`src/rtl/fp_addsub_resp.sv`:
```
// Word-serial modular add/subtract responder.
// Collects a tagged packet of DIV beats carrying words of a and b (least significant first),
// computes (a + b) mod P or (a - b) mod P with a single correction step, and returns the
// result as DIV beats with the request tag echoed.
//
// Ports:
//   clk, rst_n          clock, asynchronous active-low reset
//   op_dat              [0 +: ARITH_BITS] = word of a, [ARITH_BITS +: ARITH_BITS] = word of b
//   op_val/sop/eop/ctl  request beat handshake, framing and tag
//   op_rdy              request accept (high only while collecting)
//   res_dat             result word
//   res_val/sop/eop/err result handshake, framing and framing-error flag
//   res_ctl             echoed request tag
//   res_rdy             downstream accept
module fp_addsub_resp #(
  parameter int unsigned          ELEM_BITS  = 256,
  parameter int unsigned          ARITH_BITS = 64,
  parameter int unsigned          CTL_BITS   = 8,
  parameter bit                   SUB        = 1'b0,
  parameter logic [ELEM_BITS-1:0] P          =
      ELEM_BITS'(256'h30644e72e131a029b85045b68181585d97816a916871ca8d3c208c16d87cfd47)
) (
  input  logic                    clk,
  input  logic                    rst_n,
  input  logic [2*ARITH_BITS-1:0] op_dat,
  input  logic                    op_val,
  input  logic                    op_sop,
  input  logic                    op_eop,
  input  logic [CTL_BITS-1:0]     op_ctl,
  output logic                    op_rdy,
  output logic [ARITH_BITS-1:0]   res_dat,
  output logic                    res_val,
  output logic                    res_sop,
  output logic                    res_eop,
  output logic                    res_err,
  output logic [CTL_BITS-1:0]     res_ctl,
  input  logic                    res_rdy
);

  localparam int unsigned DIV  = ELEM_BITS / ARITH_BITS;
  localparam int unsigned CW   = (DIV > 1) ? $clog2(DIV) : 1;
  localparam logic [CW-1:0] LAST = CW'(DIV - 1);

  typedef enum logic [1:0] {StCollect, StCalc, StSel, StOut} state_e;

  state_e                 state_q, state_d;
  logic [CW-1:0]          cnt_q, cnt_d;
  logic [ELEM_BITS-1:0]   a_q, a_d, b_q, b_d;
  logic [ELEM_BITS-1:0]   r0_q, r0_d, r1_q, r1_d;
  logic [ELEM_BITS-1:0]   sh_q, sh_d;
  // c0: carry/borrow of the a +/- b chain; c1: carry/borrow of the +/- P chain
  logic                   c0_q, c0_d, c1_q, c1_d;
  logic [CTL_BITS-1:0]    ctl_q, ctl_d, oct_q, oct_d;
  logic                   err_q, err_d;
  logic                   val_q, val_d, sop_q, sop_d, eop_q, eop_d, oerr_q, oerr_d;

  logic [ARITH_BITS-1:0]  a_w, b_w, p_w;
  logic [ARITH_BITS:0]    s0, s1;
  logic                   use_r1;

  assign op_rdy  = (state_q == StCollect);
  assign res_dat = sh_q[ARITH_BITS-1:0];
  assign res_val = val_q;
  assign res_sop = sop_q;
  assign res_eop = eop_q;
  assign res_err = oerr_q;
  assign res_ctl = oct_q;

  assign a_w = a_q[int'(cnt_q)*ARITH_BITS +: ARITH_BITS];
  assign b_w = b_q[int'(cnt_q)*ARITH_BITS +: ARITH_BITS];
  assign p_w = P[int'(cnt_q)*ARITH_BITS +: ARITH_BITS];

  always_comb begin
    state_d = state_q;
    cnt_d   = cnt_q;
    a_d     = a_q;
    b_d     = b_q;
    r0_d    = r0_q;
    r1_d    = r1_q;
    sh_d    = sh_q;
    c0_d    = c0_q;
    c1_d    = c1_q;
    ctl_d   = ctl_q;
    oct_d   = oct_q;
    err_d   = err_q;
    val_d   = val_q;
    sop_d   = sop_q;
    eop_d   = eop_q;
    oerr_d  = oerr_q;
    s0      = '0;
    s1      = '0;
    use_r1  = 1'b0;

    unique case (state_q)
      StCollect: begin
        if (op_val) begin
          for (int j = 0; j < int'(DIV); j++) begin
            if (CW'(j) == cnt_q) begin
              a_d[j*ARITH_BITS +: ARITH_BITS] = op_dat[0 +: ARITH_BITS];
              b_d[j*ARITH_BITS +: ARITH_BITS] = op_dat[ARITH_BITS +: ARITH_BITS];
            end else if (op_eop && (CW'(j) > cnt_q)) begin
              // early eop: words never sent are taken as zero
              a_d[j*ARITH_BITS +: ARITH_BITS] = '0;
              b_d[j*ARITH_BITS +: ARITH_BITS] = '0;
            end
          end
          if (cnt_q == '0) begin
            ctl_d = op_ctl;
          end
          if ((op_sop != (cnt_q == '0)) || (op_eop != (cnt_q == LAST))) begin
            err_d = 1'b1;
          end
          if (op_eop || (cnt_q == LAST)) begin
            state_d = StCalc;
            cnt_d   = '0;
            c0_d    = 1'b0;
            c1_d    = 1'b0;
          end else begin
            cnt_d = cnt_q + CW'(1);
          end
        end
      end

      StCalc: begin
        if (!SUB) begin
          s0 = {1'b0, a_w} + {1'b0, b_w} + (ARITH_BITS+1)'(c0_q);
          s1 = {1'b0, s0[ARITH_BITS-1:0]} - {1'b0, p_w} - (ARITH_BITS+1)'(c1_q);
        end else begin
          s0 = {1'b0, a_w} - {1'b0, b_w} - (ARITH_BITS+1)'(c0_q);
          s1 = {1'b0, s0[ARITH_BITS-1:0]} + {1'b0, p_w} + (ARITH_BITS+1)'(c1_q);
        end
        c0_d = s0[ARITH_BITS];
        c1_d = s1[ARITH_BITS];
        r0_d[int'(cnt_q)*ARITH_BITS +: ARITH_BITS] = s0[ARITH_BITS-1:0];
        r1_d[int'(cnt_q)*ARITH_BITS +: ARITH_BITS] = s1[ARITH_BITS-1:0];
        if (cnt_q == LAST) begin
          state_d = StSel;
          cnt_d   = '0;
        end else begin
          cnt_d = cnt_q + CW'(1);
        end
      end

      StSel: begin
        // add: a + b >= P when the sum overflowed or sum - P did not borrow
        // sub: a - b borrowed, so add P back
        use_r1  = SUB ? c0_q : (c0_q || !c1_q);
        sh_d    = use_r1 ? r1_q : r0_q;
        val_d   = 1'b1;
        sop_d   = 1'b1;
        eop_d   = (LAST == '0);
        oct_d   = ctl_q;
        oerr_d  = err_q;
        cnt_d   = '0;
        state_d = StOut;
      end

      StOut: begin
        if (res_rdy) begin
          sh_d  = sh_q >> ARITH_BITS;
          sop_d = 1'b0;
          if (cnt_q == LAST) begin
            val_d   = 1'b0;
            eop_d   = 1'b0;
            oerr_d  = 1'b0;
            err_d   = 1'b0;
            cnt_d   = '0;
            state_d = StCollect;
          end else begin
            cnt_d = cnt_q + CW'(1);
            eop_d = ((cnt_q + CW'(1)) == LAST);
          end
        end
      end

      default: state_d = StCollect;
    endcase
  end

  always_ff @(posedge clk or negedge rst_n) begin
    if (!rst_n) begin
      state_q <= StCollect;
      cnt_q   <= '0;
      a_q     <= '0;
      b_q     <= '0;
      r0_q    <= '0;
      r1_q    <= '0;
      sh_q    <= '0;
      c0_q    <= 1'b0;
      c1_q    <= 1'b0;
      ctl_q   <= '0;
      oct_q   <= '0;
      err_q   <= 1'b0;
      val_q   <= 1'b0;
      sop_q   <= 1'b0;
      eop_q   <= 1'b0;
      oerr_q  <= 1'b0;
    end else begin
      state_q <= state_d;
      cnt_q   <= cnt_d;
      a_q     <= a_d;
      b_q     <= b_d;
      r0_q    <= r0_d;
      r1_q    <= r1_d;
      sh_q    <= sh_d;
      c0_q    <= c0_d;
      c1_q    <= c1_d;
      ctl_q   <= ctl_d;
      oct_q   <= oct_d;
      err_q   <= err_d;
      val_q   <= val_d;
      sop_q   <= sop_d;
      eop_q   <= eop_d;
      oerr_q  <= oerr_d;
    end
  end

endmodule
```
`config.mk`:
```
export PLATFORM = sky130hd
export DESIGN_NAME = fp_addsub_resp
export DESIGN_NICKNAME = d
export VERILOG_FILES = /design/src/rtl/fp_addsub_resp.sv
export SDC_FILE = /design/constraint.sdc
export NUM_CORES = 2
export LEC_CHECK = 0
export ABC_CLOCK_PERIOD_IN_PS = 11700
export CELL_PAD_IN_SITES_DETAIL_PLACEMENT = 1
export CELL_PAD_IN_SITES_GLOBAL_PLACEMENT = 1
export CORE_ASPECT_RATIO = 1.75
export CORE_UTILIZATION = 50
export CTS_CLUSTER_SIZE = 16
export DETAILED_ROUTE_END_ITERATION = 16
export PLACE_DENSITY_LB_ADDON = 0.1
export SLEW_MARGIN = 0
export SYNTH_ARGS = -nofsm -noshare
export SYNTH_HDL_FRONTEND = slang
export SYNTH_SLANG_ARGS = --single-unit
```
`constraint.sdc`:
```
create_clock -name clk -period 11.7 [get_ports clk]
set_input_delay 1.17 -clock clk [delete_from_list [all_inputs] [get_ports clk]]
set_output_delay 1.17 -clock clk [all_outputs]
set_load 0.1 [all_outputs]
```
==> results_dict.tcl <==
set metrics [dict create \
    status "completed" \
    cts_tree "done" \
    grt_max_degree 170 \
    cts_setup_buffers 0 \
    hold_class "in -> async" \
    min_period_ns 9.13 \
    critPathMaxStageDelay_ns 0.94 \
    finalNonFillerCells 7400 \
    postSynthCellCount 5717 \
    cts-root-buf "clkbuf_16" \
    drt_wl_total_um 193000 \
    timing.rr.start "cnt_q[1]" \
    path_buf_inv 5 \
    clockBufferDepth 3 \
    fill_cells 13000 \
    regToRegSetupSlack_ns 2.57 \
    routedWlPerCell_um 26.0 \
    synth_area_sq_mm 0.0626 \
    grt.total_usage_pct 30.6 \
    htree_levels 3 \
    hold_viol 0 \
    fin_crit_sh_pct 78.0 \
    viasPerCell 6.24 \
    grt_pass1_wl_um 302000 \
    drtAntennaViolNets 0 \
    clock.fmax_ghz 0.110 \
    cts-buffers-inserted 118 \
    dieWidth_um 270 \
    grt_pass1_vias 50000 \
    postCtsHoldBufs 0 \
    critPathMaxFanout 48 \
    start_util_pct 50.5 \
    seqCellArea_sq_mm 0.0327 \
    required_ns 12.30 \
    cts-resized-gates 0 \
    maxSlewHeadroom_pct 21.6 \
    worstSetupPathType "reg -> reg" \
    path_delay_family "compound AO/OA/AOI/OAI gates" \
    placedInstanceArea_sq_mm 0.0657 \
    max_slew.worst_pin.slew_ns 1.17 \
    core_area_sq_mm 0.124 \
    dr.first_iter.drc_count 3115 \
    rows 171 \
    crit_arrival_ns 9.73 \
    area_growth_syn_to_layout_pct 11.3 \
    finalInstanceArea_sq_mm 0.0697 \
    synth_flop_cell "dfrtp_1" \
    nNetsFinal 6004 \
    drt_first_pass_iters 5 \
    final.setup.tns_ns 0 \
    drv_cap 0 \
    slowest_stage "a311oi_1" \
    ys_warn_count 0 \
    overflow 0 \
    syn_area_per_cell_sq_um 11.0 \
    ys_ff_latch 1307 \
    cp-start-kind "flop" \
    synth_cell_types 88 \
    drc 0 \
    routabilityCongestion 0.925 \
    ios 219 \
    setup_viol 0 \
    chipHeight_um 470 \
    finalMaxSlewViolations 0 \
    synth-edff-count 0 \
    hpwl_um 123000 \
    seq_area_frac_synth_pct 52.2 \
    endpoint_kind "flop" \
    cts.sinks 1307 \
    rr_worst_depth 27 \
    multi_input_area_sq_mm 0.0273 \
    rsz0062_at_grt "false" \
    die-area_sq_mm 0.127 \
    io_buffers 218 \
    timing.rr.end "r1_q[191]" \
    drive_above_1_share_pct 10.2 \
    dp.cells 7180 \
    vias 46200 \
    path_clk_slew_ns 0.07 \
    fin_worst_skew_ns 0.0370 \
    async_flop_share_pct 100 \
    synth_fp_nets 6064 \
    clock_latency_ns 0.75 \
    antenna_found_initial 8 \
]
-- state kept, by name, summed over array words and instances (netlist names), 2 cells and up --
name and count:
a_q 256, b_q 256, r0_q 256, r1_q 256
sh_q 256, ctl_q 8, res_ctl 8, cnt_q 2
state_q 2
-- cell usage in the layout (no fill, tap or decap), drive strengths merged, types with 24 or more instances in the layout --
cell type,instances
a22oi,192
nand2,858
nor2,84
ha,202
inv,204
o21ai,759
clkdlybuf4s50,217
nand4,25
a31oi,24
nand3,31
a22o,450
xnor2,73
nor3,35
mux4,128
clkbuf,188
a21oi,122
dfrtp,1307
mux2i,261
mux2,147
a21o,76
xor2,38
buf,75
-- worst reg2reg max path, delay by kind of cell, from the launching register on --
| family | cells | cell delay (ns) |
|---|---|---|
| multiplexers | 1 | 0.51 |
| AND/OR/NAND/NOR | 5 | 1.02 |
| XOR/XNOR | 2 | 0.74 |
| buffers and inverters | 5 | 1.83 |
| adder cells (fa/ha/maj) | 3 | 1.14 |
| flip-flops | 1 | 0.91 |
| AO/OA/AOI/OAI | 11 | 2.84 |
-- stage by stage --
step,utilization (%),setup WS [ns],hold slack (ns)
3_5_place_dp,52.9,2.73,0.467
2_1_floorplan,-,3.52,0.445
4_1_cts,56.2,2.69,0.370
3_3_place_gp,52.9,2.82,0.455
6_report,56.2,2.57,0.332
5_1_grt,56.2,2.32,0.406
-- cell type report --
class                      instances  area share (%)
sequential                      1307            46.9
tap                             1643            2.95
multi-input combinational       3741            39.2
antenna                            1         0.00359
clock inverter                    31           0.539
inverter                         197            1.06
timing repair buffer             292            4.06
clock buffer                     188            5.24
-- cell usage after synthesis (64+ instances only) --
master,count,area share [%]
mux4_2,128,4.6
xnor2_1,73,1.0
nor2_1,83,0.50
mux2_2,147,2.6
a21o_1,76,0.91
dfrtp_1,1307,52
o21ai_0,748,6.0
buf_4,64,0.77
ha_1,202,4.0
a22oi_1,192,2.3
clkbuf_1,348,2.1
inv_1,197,1.2
nand2_1,857,5.1
a21oi_1,119,0.95
mux2i_1,261,4.2
a22o_1,450,6.3
-- metal layers --
layer / vias up / wire length, um / track usage, %
met5: - / 82 / 0
met4: 12 / 7160 / 11.8
met3: 344 / 7720 / 3.67
met2: 1083 / 97100 / 52.7
met1: 24300 / 80600 / 39.5
li1: 20400 / - / -
-- cells by family (layout without fill, tap and decap cells) --
| family | after synthesis | in the layout | synth area share, % |
|---|---|---|---|
| compound gates | 1758 | 1758 | 18.8 |
| flops | 1307 | 1307 | 52.2 |
| simple gates | 1131 | 1131 | 7.50 |
| buf+inv | 669 | 708 | 4.39 |
| mux | 536 | 536 | 11.4 |
| fa+ha+maj | 205 | 205 | 4.13 |
| xor+xnor | 111 | 111 | 1.58 |
| other cells | 0 | 1 | 0 |
-- worst max-delay path by stage --
stage | startpoint | cells after the start | endpoint
6_report | cnt_q[1] | 27 | r1_q[191]
5_1_grt | cnt_q[0] | 27 | r1_q[191]
4_1_cts | cnt_q[1] | 27 | r1_q[191]
3_5_place_dp | cnt_q[1] | 27 | r1_q[255]
3_3_place_gp | cnt_q[1] | 27 | r1_q[191]
2_1_floorplan | cnt_q[0] | 29 | r1_q[254]
Power is left out: the tool's default activity adds up to more than one toggle a clock period on the data nets, which glitch-free logic cannot reach.
